===== src/rtl/param_sync_fifo_if.sv =====
// param_sync_fifo_if: handshake/status bundle for param_sync_fifo.
//   master : producer/consumer side, which drives flush, wr_en, din and rd_en.
//   slave  : FIFO side, which drives dout, the flags, count and the error pulses.
// The parameters must match those of the attached param_sync_fifo.
interface param_sync_fifo_if #(
  parameter int DATA_W = 8,
  parameter int DEPTH  = 16
);
  localparam int CNT_W = $clog2(DEPTH) + 1;

  logic              flush;
  logic              wr_en;
  logic [DATA_W-1:0] din;
  logic              rd_en;
  logic [DATA_W-1:0] dout;
  logic              full;
  logic              empty;
  logic              almost_full;
  logic              almost_empty;
  logic [CNT_W-1:0]  count;
  logic              overflow;
  logic              underflow;

  modport master (
    output flush, wr_en, din, rd_en,
    input  dout, full, empty, almost_full, almost_empty, count, overflow, underflow
  );

  modport slave (
    input  flush, wr_en, din, rd_en,
    output dout, full, empty, almost_full, almost_empty, count, overflow, underflow
  );
endinterface


===== src/rtl/param_sync_fifo.sv =====
// param_sync_fifo: single-clock FIFO with exact status flags, programmable
// almost-full and almost-empty thresholds, an occupancy count, overflow and
// underflow error pulses, and a synchronous flush.
//
// Ports:
//   clk   rising-edge clock
//   rst   asynchronous, active-high reset
//   fifo  param_sync_fifo_if.slave, which carries:
//         flush, wr_en, din, rd_en                            (in)
//         dout, full, empty, almost_full, almost_empty,
//         count, overflow, underflow                          (out)
//
// Build option: PARAM_SYNC_FIFO_FWFT_EN selects first-word-fall-through.
//   In that mode dout shows mem[rd_ptr] while the FIFO is not empty and 0
//   while it is empty, and rd_en acknowledges (pops) the displayed word.
//   Without it, dout is a register that loads on each accepted read.
module param_sync_fifo #(
  parameter int DATA_W    = 8,
  parameter int DEPTH     = 16,
  parameter int AF_THRESH = DEPTH - 2,
  parameter int AE_THRESH = 2
) (
  input  logic            clk,
  input  logic            rst,
  param_sync_fifo_if.slave fifo
);
  localparam int ADDR_W = $clog2(DEPTH);
  localparam int CNT_W  = ADDR_W + 1;

  localparam logic [CNT_W-1:0]  FULL_C = CNT_W'(DEPTH);
  localparam logic [CNT_W-1:0]  AF_C   = CNT_W'(AF_THRESH);
  localparam logic [CNT_W-1:0]  AE_C   = CNT_W'(AE_THRESH);
  localparam logic [CNT_W-1:0]  CNT_1  = CNT_W'(1);
  localparam logic [ADDR_W-1:0] PTR_1  = ADDR_W'(1);

  logic [DATA_W-1:0] mem [DEPTH];
  logic [ADDR_W-1:0] wr_ptr, rd_ptr;
  logic [CNT_W-1:0]  count;
  logic              ovf_q, unf_q;
  logic              full_w, empty_w;
  logic              rd_ok, wr_ok;

  // The flags decode the registered count directly, so they are exact in the
  // cycle after each accepted operation.
  assign full_w  = (count == FULL_C);
  assign empty_w = (count == '0);

  // A write into a full FIFO is allowed when a read is requested in the same
  // cycle. A full FIFO is never empty, so that read is always accepted.
  assign rd_ok = fifo.rd_en && !empty_w;
  assign wr_ok = fifo.wr_en && (!full_w || fifo.rd_en);

  always_ff @(posedge clk or posedge rst) begin
    if (rst) begin
      wr_ptr <= '0;
      rd_ptr <= '0;
      count  <= '0;
      ovf_q  <= 1'b0;
      unf_q  <= 1'b0;
    end else if (fifo.flush) begin
      wr_ptr <= '0;
      rd_ptr <= '0;
      count  <= '0;
      ovf_q  <= 1'b0;
      unf_q  <= 1'b0;
    end else begin
      if (wr_ok) wr_ptr <= wr_ptr + PTR_1;
      if (rd_ok) rd_ptr <= rd_ptr + PTR_1;
      case ({wr_ok, rd_ok})
        2'b10:   count <= count + CNT_1;
        2'b01:   count <= count - CNT_1;
        default: count <= count;
      endcase
      ovf_q <= fifo.wr_en && !wr_ok;
      unf_q <= fifo.rd_en && !rd_ok;
    end
  end

  // Storage is not reset. During a flush its contents are don't-care, so the
  // write is gated off to keep the array quiet.
  always_ff @(posedge clk) begin
    if (wr_ok && !fifo.flush) mem[wr_ptr] <= fifo.din;
  end

`ifdef PARAM_SYNC_FIFO_FWFT_EN
  // The head word is visible without a read. Zero is driven while empty so
  // that stale array contents do not leak out.
  assign fifo.dout = empty_w ? '0 : mem[rd_ptr];
`else
  logic [DATA_W-1:0] dout_q;

  // On a read of a full FIFO with a simultaneous write, rd_ptr equals wr_ptr.
  // This register samples the old word, because the array write lands at the
  // same edge.
  always_ff @(posedge clk or posedge rst) begin
    if (rst)                          dout_q <= '0;
    else if (rd_ok && !fifo.flush)    dout_q <= mem[rd_ptr];
  end

  assign fifo.dout = dout_q;
`endif

  assign fifo.full         = full_w;
  assign fifo.empty        = empty_w;
  assign fifo.almost_full  = (count >= AF_C);
  assign fifo.almost_empty = (count <= AE_C);
  assign fifo.count        = count;
  assign fifo.overflow     = ovf_q;
  assign fifo.underflow    = unf_q;
endmodule


===== src/flat_wrapper.sv =====
// flat-port wrapper written by rule: the top's interface ports become plain ports
module param_sync_fifo_flat 
#(
  parameter int DATA_W    = 8,
  parameter int DEPTH     = 16,
  parameter int AF_THRESH = DEPTH - 2,
  parameter int AE_THRESH = 2
)
  (clk, rst, fifo_flush, fifo_wr_en, fifo_din, fifo_rd_en, fifo_dout, fifo_full, fifo_empty, fifo_almost_full, fifo_almost_empty, fifo_count, fifo_overflow, fifo_underflow);
  param_sync_fifo_if #(.DATA_W(DATA_W), .DEPTH(DEPTH)) fifo_i ();
  input  logic clk;
  input  logic rst;
  input wire logic [$bits(fifo_i.flush)-1:0] fifo_flush;
  input wire logic [$bits(fifo_i.wr_en)-1:0] fifo_wr_en;
  input wire logic [$bits(fifo_i.din)-1:0] fifo_din;
  input wire logic [$bits(fifo_i.rd_en)-1:0] fifo_rd_en;
  output wire logic [$bits(fifo_i.dout)-1:0] fifo_dout;
  output wire logic [$bits(fifo_i.full)-1:0] fifo_full;
  output wire logic [$bits(fifo_i.empty)-1:0] fifo_empty;
  output wire logic [$bits(fifo_i.almost_full)-1:0] fifo_almost_full;
  output wire logic [$bits(fifo_i.almost_empty)-1:0] fifo_almost_empty;
  output wire logic [$bits(fifo_i.count)-1:0] fifo_count;
  output wire logic [$bits(fifo_i.overflow)-1:0] fifo_overflow;
  output wire logic [$bits(fifo_i.underflow)-1:0] fifo_underflow;
  assign fifo_i.flush = fifo_flush;
  assign fifo_i.wr_en = fifo_wr_en;
  assign fifo_i.din = fifo_din;
  assign fifo_i.rd_en = fifo_rd_en;
  assign fifo_dout = fifo_i.dout;
  assign fifo_full = fifo_i.full;
  assign fifo_empty = fifo_i.empty;
  assign fifo_almost_full = fifo_i.almost_full;
  assign fifo_almost_empty = fifo_i.almost_empty;
  assign fifo_count = fifo_i.count;
  assign fifo_overflow = fifo_i.overflow;
  assign fifo_underflow = fifo_i.underflow;
  param_sync_fifo #(.DATA_W(DATA_W), .DEPTH(DEPTH), .AF_THRESH(AF_THRESH), .AE_THRESH(AE_THRESH)) u_core (.clk(clk), .rst(rst), .fifo(fifo_i));
endmodule

===== config.mk =====
export PLATFORM = sky130hd
export DESIGN_NAME = param_sync_fifo_flat
export DESIGN_NICKNAME = d
export VERILOG_FILES = /design/src/rtl/param_sync_fifo_if.sv /design/src/rtl/param_sync_fifo.sv /design/src/flat_wrapper.sv
export SDC_FILE = /design/constraint.sdc
export NUM_CORES = 1
export LEC_CHECK = 0
export CORE_MARGIN = 1
export CORE_UTILIZATION = 45
export DETAILED_ROUTE_END_ITERATION = 12
export PLACE_DENSITY_LB_ADDON = 0.05
export SYNTH_ARGS = -nofsm -noshare
export SYNTH_HDL_FRONTEND = slang
export SYNTH_SLANG_ARGS = --single-unit

===== constraint.sdc =====
create_clock -name clk -period 5.45 [get_ports clk]
set_input_delay 0.8175 -clock clk [delete_from_list [all_inputs] [get_ports clk]]
set_output_delay 0.8175 -clock clk [all_outputs]
set_load 0.005 [all_outputs]

**Word-level counts from Yosys, hierarchy flattened**

Memories as Yosys holds them, arrays and structs flattened. A register that Yosys moved wholly into a read port is not among the register bits.
Index checks and enable logic that the tools add are counted.

- Memory bits (writable): 128
- Bits in registers: 15
- Memories: 1
- Logic and storage cells: 41
- Output and inout bits: 19
- Bits of input ports: 13

- Multiplexer cells: 10
- Eq/ne operators: 3
- $add $sub $neg: 4
- $lt $le $gt $ge: 2
- Reductions and logical operators: 16

Memories:

| name | words | width | read ports | clocked after Yosys merged registers in | wr ports | RTL line | source |
|---|---|---|---|---|---|---|---|
| u_core.mem | 16 | 8 | 1 | 1 | 1 | param_sync_fifo.sv:36 | `logic [DATA_W-1:0] mem [DEPTH];` |

Operators by type and width:

| cell | count |
|---|---|
| $mux W4 | 4 |
| $pmux W5 S2 | 1 |
| $add A4 B1 Y4 const B | 2 |
| $logic_and A1 B1 Y1 | 6 |
| $add A5 B1 Y5 const B | 1 |
| $eq A5 B5 Y1 const B | 1 |
| $ge A5 B4 Y1 const B | 1 |
| $le A5 B2 Y1 const B | 1 |
| $logic_not A1 Y1 | 5 |
| $logic_not A5 Y1 | 1 |
| $mux W5 | 1 |
| $sub A5 B1 Y5 const B | 1 |
| $mux W1 | 4 |
| $reduce_bool A2 Y1 | 2 |
| $reduce_bool A3 Y1 | 1 |
| $eq A2 B1 Y1 const B | 1 |
| $eq A2 B2 Y1 const B | 1 |
| $logic_or A1 B1 Y1 | 1 |

**Depth between registers and ports, before layout**

Gate-level depths: netlist of the first run.

- Word-level depth: 7
- Mapped depth: 10
- Gate-level depth less buffers: 9

**Worst setup path after synthesis of the first run**

OpenSTA, ideal clock, no wires.

- Kind: flip-flop to flip-flop
- Start: register u_core.count[0], in the netlist u_core.fifo.count[0]
- End: register u_core.count[4], in the netlist u_core.fifo.count[4]
- Buffers on the path: 1
- Path slack: 2869 ps
- Data required time: 5381 ps
- Arrival time: 2512 ps
- Stages on the path, launching flop included: 11
- Period minus slack after synthesis: 2581 ps
- Setup time: 69 ps
- Cells stage by stage: dfrtp_1 > or4_1 > buf_2 > o21ai_1 > inv_1 > ha_1 > nand2b_1 > a21oi_1 > xor2_1 > or4_1 > nand3_1

- Longest elaborated chain between the ends: 7
- Elaborated cells on any way between the ends: 14
- Those cells by class: add/sub: 2; eq/ne: 3; mux: 2; reduce/logical: 7

RTL lines:

| what | RTL line | source |
|---|---|---|
| start, declared | param_sync_fifo.sv:38 | `logic [CNT_W-1:0] count;` |
| start signal, assigned | param_sync_fifo.sv:70 | `2'b10: count <= count + CNT_1;` |
| start signal, assigned | param_sync_fifo.sv:71 | `2'b01: count <= count - CNT_1;` |
| start signal, assigned | param_sync_fifo.sv:72 | `default: count <= count;` |
| $eq A5 B5 Y1 | param_sync_fifo.sv:45 | `assign full_w = (count == FULL_C);` |
| $logic_not A1 Y1 | param_sync_fifo.sv:51 | `assign wr_ok = fifo.wr_en && (!full_w \|\| fifo.rd_en);` |
| $logic_or A1 B1 Y1 | param_sync_fifo.sv:51 |  |
| $logic_and A1 B1 Y1 | param_sync_fifo.sv:51 |  |
| $eq A2 B1 Y1 / $eq A2 B2 Y1 (equally long branches) | param_sync_fifo.sv:69 | `case ({wr_ok, rd_ok})` |
| $pmux W5 S2 | param_sync_fifo.sv:69 |  |
| $mux W5 | param_sync_fifo.sv:60 | `end else if (fifo.flush) begin` |

Parallel ways exist; a longest one is shown, timed or not.
A chain may end at the register's enable or synchronous reset.

**Worst setup path after layout of the first run**

- Start: input port fifo_flush
- End: memory u_core.mem[1][1] (enable)

- Longest elaborated chain between the ends: 4

RTL lines:

| what | RTL line | source |
|---|---|---|
| start, declared | flat_wrapper.sv:13 | `input wire logic [$bits(fifo_i.flush)-1:0] fifo_flush;` |
| $logic_not A1 Y1 | param_sync_fifo.sv:82 | `if (wr_ok && !fifo.flush) mem[wr_ptr] <= fifo.din;` |
| $logic_and A1 B1 Y1 | param_sync_fifo.sv:82 |  |
| $mux W1 | param_sync_fifo.sv:82 |  |
| $mux W1 (implied by the code) | param_sync_fifo.sv:82 |  |
| end, declared | param_sync_fifo.sv:36 |  |

No other way between the ends.

==> impl_metrics.json, run 1 <==
{
  "status": "finished clean",
  "ys_seq_elements": 151,
  "setup_viol": 0,
  "power_switching_uw": 768,
  "routed_wl_um": 11700,
  "netlist_top_cells_area": "edfxtp_1 62%, mux4_2 12%, dfrtp_1 9.4%",
  "cts_buffers": 17,
  "gp_congestion": 0.744,
  "crit_family": "simple AND/OR/NAND/NOR gates",
  "startpoint": "fifo_flush",
  "cts_setup_buffers": 0,
  "via_per_inst": 5.44,
  "synth_area_sq_um": 6150,
  "worst-path-buf-inv": 1,
  "drt_drc_violations_left": 0,
  "final_cells": 562,
  "grt_pass1_vias": 3100,
  "root_buffer": "clkbuf_16",
  "synthArstFlopShare": 0.152,
  "clkTransAtPathRegs_ns": 0.06,
  "dr_total_vias": 3057,
  "finalPower_mw": 3.08,
  "finalHoldViolations": 0,
  "yosysTopAreaCellShare": 0.625,
  "pwr-share-comb": 0.196,
  "rows": 42,
  "synth.net_count": 363,
  "cp_slowest_cell": "nor3_1",
  "antenna_found_initial": 0,
  "slowest_delay_ns": 0.90,
  "total_leakage_power_nw": 2.33,
  "grt_max_degree": 36,
  "detailed_place_hpwl_um": 7300,
  "path_cells": "clkdlybuf4s50_1, and3b_1, nand2_1, nor3_1",
  "initial_utilization": 0.463,
  "grt.overflow.total": 0,
  "yosysSeqAreaShare": 0.718,
  "ys_warn_count": 0,
  "start_kind": "input port",
  "clkPwrFrac": 0.354,
  "finClkSkew_ns": 0.0118,
  "dieArea_sq_um": 14100,
  "synth_top_area_cell": "edfxtp_1",
  "relSlewSlack": 0.214,
  "synthDistinctLibCells": 40,
  "fp.dieW_um": 119,
  "io_buffers": 31,
  "clkSinkCount": 151,
  "ir_drop_mv": 0.217,
  "cts_max_level": 4,
  "rsz0062_at_grt": "false",
  "cp_max_fo": 21,
  "area_growth_pct": 16.4,
  "ctsResizeCount": 0,
  "dr.first_iter.drc_count": 170,
  "clock_latency_ns": 0.42,
  "p_per_area_nw_per_um2": 430,
  "setup.worst_path.end_class": "flop",
  "slew_viol_final": 0,
  "cts_hold_buffers": 0,
  "nets": 396,
  "detail_route.first_pass.iterations": 4,
  "core_area_sq_um": 13300,
  "gr-usage-all-layers": 0.183,
  "max_freq_mhz": 327,
  "period_needed_ns": 3.05,
  "placed_cells": 531,
  "arrival_ns": 3.09,
  "grt_pass1_wl_um": 18300,
  "synthCells": 341,
  "drive_gt1_frac": 0.163,
  "cp_data_required_time_ns": 5.48,
  "fin_setup_tns_ns": 0,
  "swShare": 0.250,
  "tightestPinTransition_ns": 1.18,
  "cts_tree": "built",
  "seq_power_share": 0.449,
  "antenna_cells": 0,
  "p_int_mw": 2.31,
  "yosysMostFrequentCell": "edfxtp_1",
  "synth_edf_count": 128,
  "holdCritPathClass": "flop to flop",
  "critical_path_class": "input port to flop",
  "timing.hold.ws_ns": 0.489,
  "finalCritPeriodShare": 0.560,
  "ys.flop_type": "edfxtp_1",
  "min-delay-start": "u_core.fifo.dout[4]$_DFFE_PP0P_",
  "r2r-start": "u_core.fifo.count[0]$_DFFE_PP0P_",
  "synthTopCellsByCount": "128 x edfxtp_1, 32 x mux4_2, 24 x nand2_1",
  "maxCapViolCount": 0,
  "synth.avg_cell_area_sq_um": 18.0,
  "wl_per_cell_um": 20.8,
  "boundaryPins": 32,
  "clock_path_buffers": 2,
  "ant_nets": 0,
  "fp.dieH_um": 119
}
-- cell families after synthesis --
family | after synthesis | share of synthesized area
xor+xnor | 9 | 0.0128
mux | 49 | 0.145
buf+inv | 25 | 0.0169
fa+ha+maj | 9 | 0.0195
simple gates | 74 | 0.0572
flops | 151 | 0.718
compound gates | 24 | 0.0303
-- cell type report --
type	count	area, sq um
clock inverters	11	109
multi-input cells	165	1630
repair buffers	33	325
well taps	176	220
clock buffers	20	437
inverters	6	22.5
flip-flops and latches	151	4420
fillers	1078	6130
-- state kept, by name, summed over array words and instances, names as in the netlist --
name / flops
u_core.fifo.count: 5
u_core.wr_ptr: 4
u_core.fifo.overflow: 1
u_core.fifo.dout: 8
u_core.fifo.underflow: 1
u_core.mem: 128
u_core.rd_ptr: 4
-- per-layer routing --
| layer | wire, um | global-route usage | vias up |
|---|---|---|---|
| li1 | - | - | 1411 |
| met1 | 5520 | 0.260 | 1571 |
| met2 | 5610 | 0.279 | 62 |
| met3 | 373 | 0.0383 | 13 |
| met4 | 172 | 0.0736 | 0 |
| met5 | 0 | 0 | - |
-- cell usage in the layout (no fill, tap or decap), drive strengths merged, types with 6 or more instances in the layout --
cell / instances
xor2: 6
dfrtp: 23
mux2i: 16
clkdlybuf4s50: 31
nand2: 24
edfxtp: 128
o221ai: 8
mux4: 32
inv: 6
clkbuf: 20
nor2: 22
ha: 8
nand3: 6
clkinv: 8
-- power by group through the flow --
stage / Combinational [mW] / Clock, mW / Sequential (mW)
4_1_cts: 0.620 / 1.11 / 1.38
3_3_place_gp: 0.618 / 0 / 1.41
6_report: 0.604 / 1.09 / 1.38
5_1_grt: 0.668 / 1.16 / 1.39
3_5_place_dp: 0.616 / 0 / 1.41
2_1_floorplan: 0.402 / 0 / 1.39
-- worst min-delay path, cell delays in order, from the launching register on --
cell,delay [ns]
dfrtp_1,0.34
nand2_1,0.05
o221ai_1,0.06
-- worst paths after layout --
path | end | slack, ns | cells past startpoint
min in group asynchronous | u_core.fifo.dout[5]$_DFFE_PP0P_ | 0.95 | 2
setup reg to reg | u_core.fifo.count[4]$_DFFE_PP0P_ | 2.59 | 9
hold reg to reg | u_core.fifo.dout[4]$_DFFE_PP0P_ | 0.49 | 2
max in group asynchronous | u_core.rd_ptr[0]$_DFFE_PP0P_ | 3.82 | 2
setup / recovery | u_core.mem[1][1]$_DFFE_PP_ | 2.40 | 4
hold / removal | u_core.fifo.dout[4]$_DFFE_PP0P_ | 0.49 | 2
-- stage by stage --
| stage | instance area [sq um] | util | worst slack (ns) |
|---|---|---|---|
| floorplan | 6150 | - | 2.87 |
| global placement | 6620 | 0.498 | 1.97 |
| detailed placement | 6620 | 0.498 | 1.95 |
| CTS | 7160 | 0.539 | 2.36 |
| global route | 7160 | 0.539 | 2.18 |
| finish | 7160 | 0.539 | 2.40 |
Note: power is estimated with default switching activity, not from simulation.
==> run 2: changes to the inputs <==
clock period = 2.46 ns   (was 5.45 ns; I/O delays follow)
==> impl_metrics.json, run 2 (synthesized netlist as in run 1, its figures left out) <==
{
  "status": "finished clean",
  "io_buffers": 31,
  "via_per_inst": 5.38,
  "critical_path_class": "flop to primary output",
  "mostFrequentLayoutCells": "128 x edfxtp_1, 32 x mux4_2, 31 x buf_4, 30 x clkdlybuf4s50_1, 24 x nand2_1",
  "slew_viol_final": 0,
  "drive_gt1_frac": 0.240,
  "initial_utilization": 0.463,
  "max_freq_mhz": 426,
  "drt_drc_violations_left": 0,
  "total_leakage_power_nw": 2.49,
  "routed_wl_um": 12200,
  "placed_cells": 562,
  "clock_path_buffers": 2,
  "fp.dieH_um": 119,
  "cts_max_level": 4,
  "ant_nets": 0,
  "fp.dieW_um": 119,
  "clock_latency_ns": 0.42,
  "cts_tree": "built",
  "holdCritPathClass": "input port to asynchronous set/reset pin",
  "dr_total_vias": 3189,
  "detailed_place_hpwl_um": 7550,
  "core_area_sq_um": 13300,
  "grt_max_degree": 36,
  "grt-busiest-layer": "met2",
  "setup.worst_path.end_class": "primary output",
  "dieArea_sq_um": 14100,
  "rows": 42,
  "cp_max_fo": 7,
  "nets": 428,
  "fill_cells": 1070,
  "p_per_area_nw_per_um2": 930,
  "start_kind": "flop",
  "tightestPinTransition_ns": 0.564,
  "boundaryPins": 32,
  "maxCapViolCount": 0,
  "grt_pass1_wl_um": 19200,
  "root_buffer": "clkbuf_16",
  "cts_buffers": 17,
  "ir_drop_mv": 0.490,
  "met3_usage": 0.0474,
  "arrival_ns": 1.98,
  "antenna_cells": 0,
  "rrSetupSlack_ns": 0.12,
  "gp_congestion": 0.737,
  "finalCritPeriodShare": 0.955,
  "grt_pass1_vias": 3334,
  "use_met2": 0.316,
  "final_cells": 593,
  "area_growth_pct": 20.9,
  "largest_register": "u_core.mem",
  "place_ws_ns": -0.102,
  "final_common_cell": "edfxtp_1",
  "worst_slack_ns": 0.111,
  "use_met1": 0.244,
  "clkTransAtPathRegs_ns": 0.06,
  "period_needed_ns": 2.35,
  "grt.overflow.total": 0,
  "gr-usage-all-layers": 0.193,
  "finalHoldViolations": 0,
  "detail_route.first_pass.iterations": 4,
  "relSlewSlack": 0.623,
  "wl_per_cell_um": 20.5,
  "setup_viol": 0,
  "finClkSkew_ns": 0.00619,
  "clkSinkCount": 151,
  "antenna_found_initial": 0,
  "cp_data_required_time_ns": 2.09,
  "rsz0062_at_grt": "false",
  "largest_reg_flops": 128,
  "dr.first_iter.drc_count": 169
}
run 2: cell type report:
cell class	count	area, sq um	share of cell area
Clock inverter	8	58.8	0.00790
Tap cell	176	220	0.0296
Multi-Input combinational cell	165	1680	0.226
Timing Repair Buffer	65	593	0.0797
Clock buffer	22	444	0.0597
Sequential cell	151	4420	0.594
Inverter	6	22.5	0.00303
run 2: worst paths after layout:
path	start	end	cells after the start
max in group asynchronous	rst	u_core.fifo.count[3]$_DFFE_PP0P_	3
min in group clk	u_core.fifo.dout[5]$_DFFE_PP0P_	u_core.fifo.dout[5]$_DFFE_PP0P_	2
worst min-delay path	rst	u_core.rd_ptr[0]$_DFFE_PP0P_	3
worst max register to register	u_core.fifo.count[0]$_DFFE_PP0P_	u_core.fifo.count[4]$_DFFE_PP0P_	9
worst max-delay path	u_core.fifo.count[0]$_DFFE_PP0P_	fifo_full	4
worst min register to register	u_core.fifo.dout[5]$_DFFE_PP0P_	u_core.fifo.dout[5]$_DFFE_PP0P_	2
run 2: where the power goes:
group | internal, mW | total [mW] | switching, mW
Combinational | 0.898 | 1.64 | 0.745
Clock | 1.35 | 2.26 | 0.904
Sequential | 2.92 | 3.01 | 0.0901
Total | 5.18 | 6.92 | 1.74
run 2: worst max-delay path: stages, from the launching register on:
cell	delay, ns
dfrtp_1	0.37
buf_4	0.16
nor4_2	0.37
and2_1	0.17
clkdlybuf4s50_1	0.49
run 2: timing repair:
action | in CTS | in global routing
hold buffers | 0 | 0
cloned | 0 | 0
setup endpoints to repair | 3 | 2
buffers inserted | 0 | 2
gates resized for setup | 4 | 0
pin swaps | 1 | 5
run 2: through the flow:
stage               area [sq um]  total power, mW  TNS, ns  hold WS, ns  utilization
floorplan                   6200             4.03        0        0.371            -
global placement            6920             4.66  -0.0499        0.478        0.520
detailed placement          6920             4.69   -0.102        0.489        0.520
CTS                         7430             6.97        0        0.319        0.559
global route                7440             7.25        0        0.329        0.560
finish                      7440             6.92        0        0.309        0.560
run 2: layer usage:
metal / share of wire / routed length (um)
met3: 0.048 / 586
met1: 0.43 / 5250
met2: 0.50 / 6060
met4: 0.023 / 275
met5: 0 / 0
==> run 3: changes to the inputs <==
CTS_CLUSTER_DIAMETER = 60   (was unset)
==> results of run 3 <==
Final layout, timing and power as in run 2 (identical DEF).
